**src/rtl/rr_arbiter_16_pkg.sv**
```systemverilog
// Shared types and constants for the 16-way round-robin arbiter.
// Optional forced-release feature is enabled with ARB_TIMEOUT_EN.
package rr_arbiter_16_pkg;
    localparam int ARB_N       = 16;
    localparam int ARB_IDXW    = 4;
    localparam int ARB_TIMEOUT = 255;

    typedef logic [ARB_N-1:0]    vec_t;
    typedef logic [ARB_IDXW-1:0] idx_t;

    typedef enum logic {
        ARB_S_IDLE  = 1'b0,
        ARB_S_GRANT = 1'b1
    } state_t;

    function automatic vec_t onehot(idx_t i);
        return vec_t'(1) << i;
    endfunction
endpackage

```
**src/rtl/rr_arbiter_16_if.sv**
```systemverilog
// Request/grant bundle between requesting agents (master)
// and the arbiter (slave).
interface rr_arbiter_16_if;
    import rr_arbiter_16_pkg::*;

    logic enable;
    vec_t req;
    logic done;
    vec_t grant;
    idx_t grant_idx;
    logic grant_valid;
    logic timeout;

    modport master (
        output enable, req, done,
        input  grant, grant_idx, grant_valid, timeout
    );

    modport slave (
        input  enable, req, done,
        output grant, grant_idx, grant_valid, timeout
    );
endinterface

```
**src/rtl/rr_arbiter_16_prio_enc16.sv**
```systemverilog
// 16->4 lowest-set-bit encoder with a valid flag.
// Purely combinational; bit k encodes to index k.
module arb_prio_enc16
    import rr_arbiter_16_pkg::*;
(
    input  vec_t in,
    output idx_t idx,
    output logic valid
);
    // Scan high to low so the lowest set bit is the last one written.
    always_comb begin
        idx   = '0;
        valid = 1'b0;
        for (int i = ARB_N - 1; i >= 0; i--) begin
            if (in[i]) begin
                idx   = idx_t'(i);
                valid = 1'b1;
            end
        end
    end
endmodule

```
**src/rtl/rr_arbiter_16.sv**
```systemverilog
// Round-robin arbiter, 16 requesters, held grant released by done or req drop.
// Define ARB_TIMEOUT_EN to force release after TIMEOUT grant cycles.
module rr_arbiter_16
    import rr_arbiter_16_pkg::*;
#(
    parameter int TIMEOUT = ARB_TIMEOUT
) (
    input  logic          clk,
    input  logic          rst_n,
    rr_arbiter_16_if.slave bus
);
    state_t state;
    idx_t   ptr;
    vec_t   grant_q;
    idx_t   idx_q;
    logic   valid_q;

    vec_t   masked;
    idx_t   m_idx;
    idx_t   r_idx;
    logic   m_valid;
    logic   r_valid;
    idx_t   win_idx;
    idx_t   ptr_next;
    logic   rel;

    // Requests at or above the pointer get first pick; otherwise wrap.
    assign masked   = bus.req & (vec_t'('1) << ptr);
    assign win_idx  = m_valid ? m_idx : r_idx;
    assign ptr_next = idx_q + idx_t'(1);
    assign rel      = bus.done | ~bus.req[idx_q];

    arb_prio_enc16 u_enc_masked (
        .in    (masked),
        .idx   (m_idx),
        .valid (m_valid)
    );

    arb_prio_enc16 u_enc_raw (
        .in    (bus.req),
        .idx   (r_idx),
        .valid (r_valid)
    );

`ifdef ARB_TIMEOUT_EN
    logic [15:0] hold_cnt;
    logic        timeout_q;
`else
    logic [15:0] unused_timeout;
    assign unused_timeout = 16'(TIMEOUT);
`endif

    always_ff @(posedge clk or negedge rst_n) begin
        if (!rst_n) begin
            state     <= ARB_S_IDLE;
            ptr       <= '0;
            grant_q   <= '0;
            idx_q     <= '0;
            valid_q   <= 1'b0;
`ifdef ARB_TIMEOUT_EN
            hold_cnt  <= '0;
            timeout_q <= 1'b0;
`endif
        end else begin
`ifdef ARB_TIMEOUT_EN
            timeout_q <= 1'b0;
`endif
            unique case (state)
                ARB_S_IDLE: begin
                    if (bus.enable && r_valid) begin
                        state    <= ARB_S_GRANT;
                        grant_q  <= onehot(win_idx);
                        idx_q    <= win_idx;
                        valid_q  <= 1'b1;
`ifdef ARB_TIMEOUT_EN
                        hold_cnt <= '0;
`endif
                    end
                end
                ARB_S_GRANT: begin
                    if (rel) begin
                        state   <= ARB_S_IDLE;
                        ptr     <= ptr_next;
                        grant_q <= '0;
                        idx_q   <= '0;
                        valid_q <= 1'b0;
                    end
`ifdef ARB_TIMEOUT_EN
                    else if (hold_cnt == 16'(TIMEOUT - 1)) begin
                        state     <= ARB_S_IDLE;
                        ptr       <= ptr_next;
                        grant_q   <= '0;
                        idx_q     <= '0;
                        valid_q   <= 1'b0;
                        timeout_q <= 1'b1;
                    end else begin
                        hold_cnt <= hold_cnt + 16'd1;
                    end
`endif
                end
                default: state <= ARB_S_IDLE;
            endcase
        end
    end

    assign bus.grant       = grant_q;
    assign bus.grant_idx   = idx_q;
    assign bus.grant_valid = valid_q;
`ifdef ARB_TIMEOUT_EN
    assign bus.timeout     = timeout_q;
`else
    assign bus.timeout     = 1'b0;
`endif
endmodule
```
**src/flat_wrapper.sv**
```systemverilog
// flat-port wrapper written by rule: the top's interface ports become plain ports
module rr_arbiter_16_flat import rr_arbiter_16_pkg::*;
#(
    parameter int TIMEOUT = ARB_TIMEOUT
)
  (clk, rst_n, bus_enable, bus_req, bus_done, bus_grant, bus_grant_idx, bus_grant_valid, bus_timeout);
  rr_arbiter_16_if bus_i ();
  input  logic clk;
  input  logic rst_n;
  input wire logic [$bits(bus_i.enable)-1:0] bus_enable;
  input wire logic [$bits(bus_i.req)-1:0] bus_req;
  input wire logic [$bits(bus_i.done)-1:0] bus_done;
  output wire logic [$bits(bus_i.grant)-1:0] bus_grant;
  output wire logic [$bits(bus_i.grant_idx)-1:0] bus_grant_idx;
  output wire logic [$bits(bus_i.grant_valid)-1:0] bus_grant_valid;
  output wire logic [$bits(bus_i.timeout)-1:0] bus_timeout;
  assign bus_i.enable = bus_enable;
  assign bus_i.req = bus_req;
  assign bus_i.done = bus_done;
  assign bus_grant = bus_i.grant;
  assign bus_grant_idx = bus_i.grant_idx;
  assign bus_grant_valid = bus_i.grant_valid;
  assign bus_timeout = bus_i.timeout;
  rr_arbiter_16 #(.TIMEOUT(TIMEOUT)) u_core (.clk(clk), .rst_n(rst_n), .bus(bus_i));
endmodule
```
**config.mk**
```make
export PLATFORM = sky130hd
export DESIGN_NAME = rr_arbiter_16_flat
export DESIGN_NICKNAME = d
export VERILOG_FILES = /design/src/rtl/rr_arbiter_16_pkg.sv /design/src/rtl/rr_arbiter_16_if.sv /design/src/rtl/rr_arbiter_16_prio_enc16.sv /design/src/rtl/rr_arbiter_16.sv /design/src/flat_wrapper.sv
export SDC_FILE = /design/constraint.sdc
export NUM_CORES = 1
export LEC_CHECK = 0
export ABC_CLOCK_PERIOD_IN_PS = 3100
export BUFFER_PORTS_ARGS = -buffer_cell sky130_fd_sc_hd__buf_2
export CAP_MARGIN = 20
export CORE_MARGIN = 2
export CORE_UTILIZATION = 54
export DETAILED_ROUTE_END_ITERATION = 8
export GPL_TIMING_DRIVEN = 0
export HOLD_SLACK_MARGIN = 0.06
export PLACE_DENSITY = 0.79
export SLEW_MARGIN = 20
export SYNTH_ARGS = -nofsm -noshare
export SYNTH_HDL_FRONTEND = slang
export SYNTH_SLANG_ARGS = --single-unit
export TNS_END_PERCENT = 100
```
**constraint.sdc**
```tcl
create_clock -name clk -period 3.1 [get_ports clk]
set_input_delay 0 -clock clk [delete_from_list [all_inputs] [get_ports clk]]
set_output_delay 0 -clock clk [all_outputs]
set_load 0.05 [all_outputs]
```
==> out/metrics.cfg <==
[synth]
synth.top_cell.area_share_pct=34.5
synth-edff-count=0
synth_area_leaders=dfrtp_1 35%, a32o_1 5.8%, mux4_1 4.2%
yosys.area.top_type=dfrtp_1
synth_common_cells=26 x dfrtp_1, 18 x nor2_1, 13 x a21oi_1
syn_inst=200
synth.most_common_cell=dfrtp_1
async_flop_share_pct=100
ys_warn_count=0
syn-cell-area_sq_mm=0.00189
ys_types=58
avgSynthCellArea_sq_um=9.43
ys_seq_area_share_pct=34.5
synth_nets=221
ys.flop_type=dfrtp_1
ys_ff_latch=26

[global_route]
grt_pass1_wl_um=8530
grt_pass1_vias=1742
grtUsageTotal_pct=26.2
overflow=0
grt_max_degree=27
antenna_found_initial=0

[sta]
worst_pin_slew_ps=690
fin_crit_ps=2570
setup_viol=0
tns_ps=0
max_freq_ghz=0.389
final.period_utilization_pct=83.0
relSlewSlack_pct=52.7
finClkSkew_ps=3.99
hold_violations=0
slew_violations=0
rsz0062_at_grt=no

[setup_path]
end_kind=register
path_buf_inv=2
crit_required_ps=3380
crit_fanout=10
start_kind=register
cp_data_arrival_time_ps=2850
cp_slowest_cell=mux2i_1
path_class=reg2reg
crit_path_cell_trace=buf_2 -> buf_1 -> nand3_1 -> nand2_1 -> a32o_1 -> o221ai_1 -> o311ai_1 -> mux2i_1 -> a32o_1
crit_top_cell=a32o_1
cpLargestDelayFamily=compound AO/OA/AOI/OAI gates
max_stage_delay_ps=560

[outcome]
status=finished, final reports clean

[cts]
numCtsBuffers=3
cts_sinks=26
clk_pin_slew_worst_paths_ps=140
h-tree-depth=1
cts_tree=done
cts_buffer_depth=2
clk_latency_ps=330
ctsRootBufferMaster=clkbuf_4

[floorplanning]
ios=42
core-area_sq_mm=0.00334
die_y_um=63.1
fp-row-count=21
die_area_sq_mm=0.00398
die_w_um=63.1
initial_utilization_pct=56.5

[routing]
ant_nets=0
drcViolationCount=0
vias=1808
drt_wl_total_um=4890
viasPerCell=6.21
routedWlPerCell_um=16.8
drt-initial-drc-count=232
firstDrtPassIters=4

[pwr]
powerDensity_mw_per_mm2=1000
p_leak_uw=0.00100
vdd_drop_max_mv=0.580
totalPowerFinal_uw=2220

[layout]
ff_latch_area_sq_um=651
final_net_count=267
multi_input_area_sq_mm=0.00111
area_growth_pct=17.3
fillerInstances=303
drive_gt1_share_pct=26.5
diodes=0

[placement]
gp_congestion=0.939
dp_hpwl_um=3720
numPortBuffers=39

[min_path]
hold_class=in2reg

[flow_run]
drv_cap=0

-- metrics by stage --
stage / instance area (sq um) / worst slack (ps) / std cells / hold WS [ps] / util, %
finish: 2210 / 527 / 291 / 114 / 66.3
global route: 2210 / 321 / 291 / 148 / 66.3
CTS: 2210 / 566 / 291 / 114 / 66.3
detailed placement: 2140 / 572 / 285 / 19.7 / 64.1
global placement: 2140 / 568 / 285 / 25.8 / 64.1
floorplan: 1890 / 546 / 200 / -296 / -
-- registers in the layout (all words and copies together), names as in the netlist --
| name | flops |
|---|---|
| u_core.bus.grant | 16 |
| u_core.bus.grant_idx | 4 |
| u_core.bus.grant_valid | 1 |
| u_core.ptr | 4 |
| u_core.state | 1 |
-- placed cells by master (no fill, tap or decap), types with 3 or more instances in the layout --
cell type / count
a21boi_0: 3
a21oi_1: 13
a22o_1: 6
a32o_1: 11
buf_2: 43
buf_6: 5
clkbuf_4: 3
dfrtp_1: 26
inv_1: 7
mux4_1: 3
nand2_1: 11
nand2b_1: 4
nand3_1: 5
nor2_1: 18
nor2b_1: 3
nor3_1: 9
nor4_1: 3
o21ai_0: 9
o21ai_1: 4
o2bb2ai_1: 5
-- cell type report --
class / instances / share of cell area (%)
multi-input combinational: 154 / 50.2
sequential: 26 / 29.4
timing repair buffer: 41 / 9.73
buffer: 13 / 4.47
tap: 46 / 2.60
clock inverter: 1 / 1.36
inverter: 7 / 1.19
clock buffer: 3 / 1.02
-- per-layer routing --
metal  track usage [%]  up-vias  routed length, um
met3              5.00        2                298
met5                 0        -                  0
li1                  -      872                  -
met1              37.4      870               2240
met4              3.33        0                 11
met2              42.8       64               2340
-- worst min-delay path: cells and delay by family --
| family | cells | cell delay (ps) |
|---|---|---|
| AND/OR/NAND/NOR | 2 | 140 |
| AO/OA/AOI/OAI | 1 | 110 |
| buffers and inverters | 2 | 170 |
-- cell families after synthesis --
logic type | after synthesis | share of synthesized area (%)
AOI/OAI and AO/OA | 79 | 32.5
and+or+nand+nor | 63 | 16.9
DFF | 26 | 34.5
buffers and inverters | 20 | 6.64
muxes | 8 | 7.63
xor gates and xnor gates | 2 | 0.929
adders and majority gates | 1 | 0.663
other | 1 | 0.199
-- worst paths after layout --
path,start,slack (ps),depth (start not counted),endpoint
min reg2reg,u_core.bus.grant[13],500,1,u_core.bus.grant[13]
min in group asynchronous,rst_n,170,2,u_core.bus.grant_valid
max,u_core.ptr[3],530,9,u_core.bus.grant[4]
max in group asynchronous,rst_n,2560,2,u_core.bus.grant[9]
min,bus_enable,110,5,u_core.bus.grant_valid
max reg2reg,u_core.ptr[3],530,9,u_core.bus.grant[4]
-- where the power goes --
| group | switching (uW) | total [uW] | internal (uW) | leakage (uW) |
|---|---|---|---|---|
| logic | 954 | 1420 | 465 | 0.000629 |
| registers | 107 | 563 | 456 | 0.000345 |
| clock network | 104 | 235 | 131 | 0.0000279 |
| total | 1160 | 2220 | 1050 | 0.00100 |
-- repair_timing --
| action | in CTS | in global routing |
|---|---|---|
| gates resized for setup | 0 | 0 |
| hold buffers | 2 | 0 |
| setup buffers | 0 | 0 |
| hold endpoints to repair | 27 | 0 |
Power figures use the tool's default switching activity.
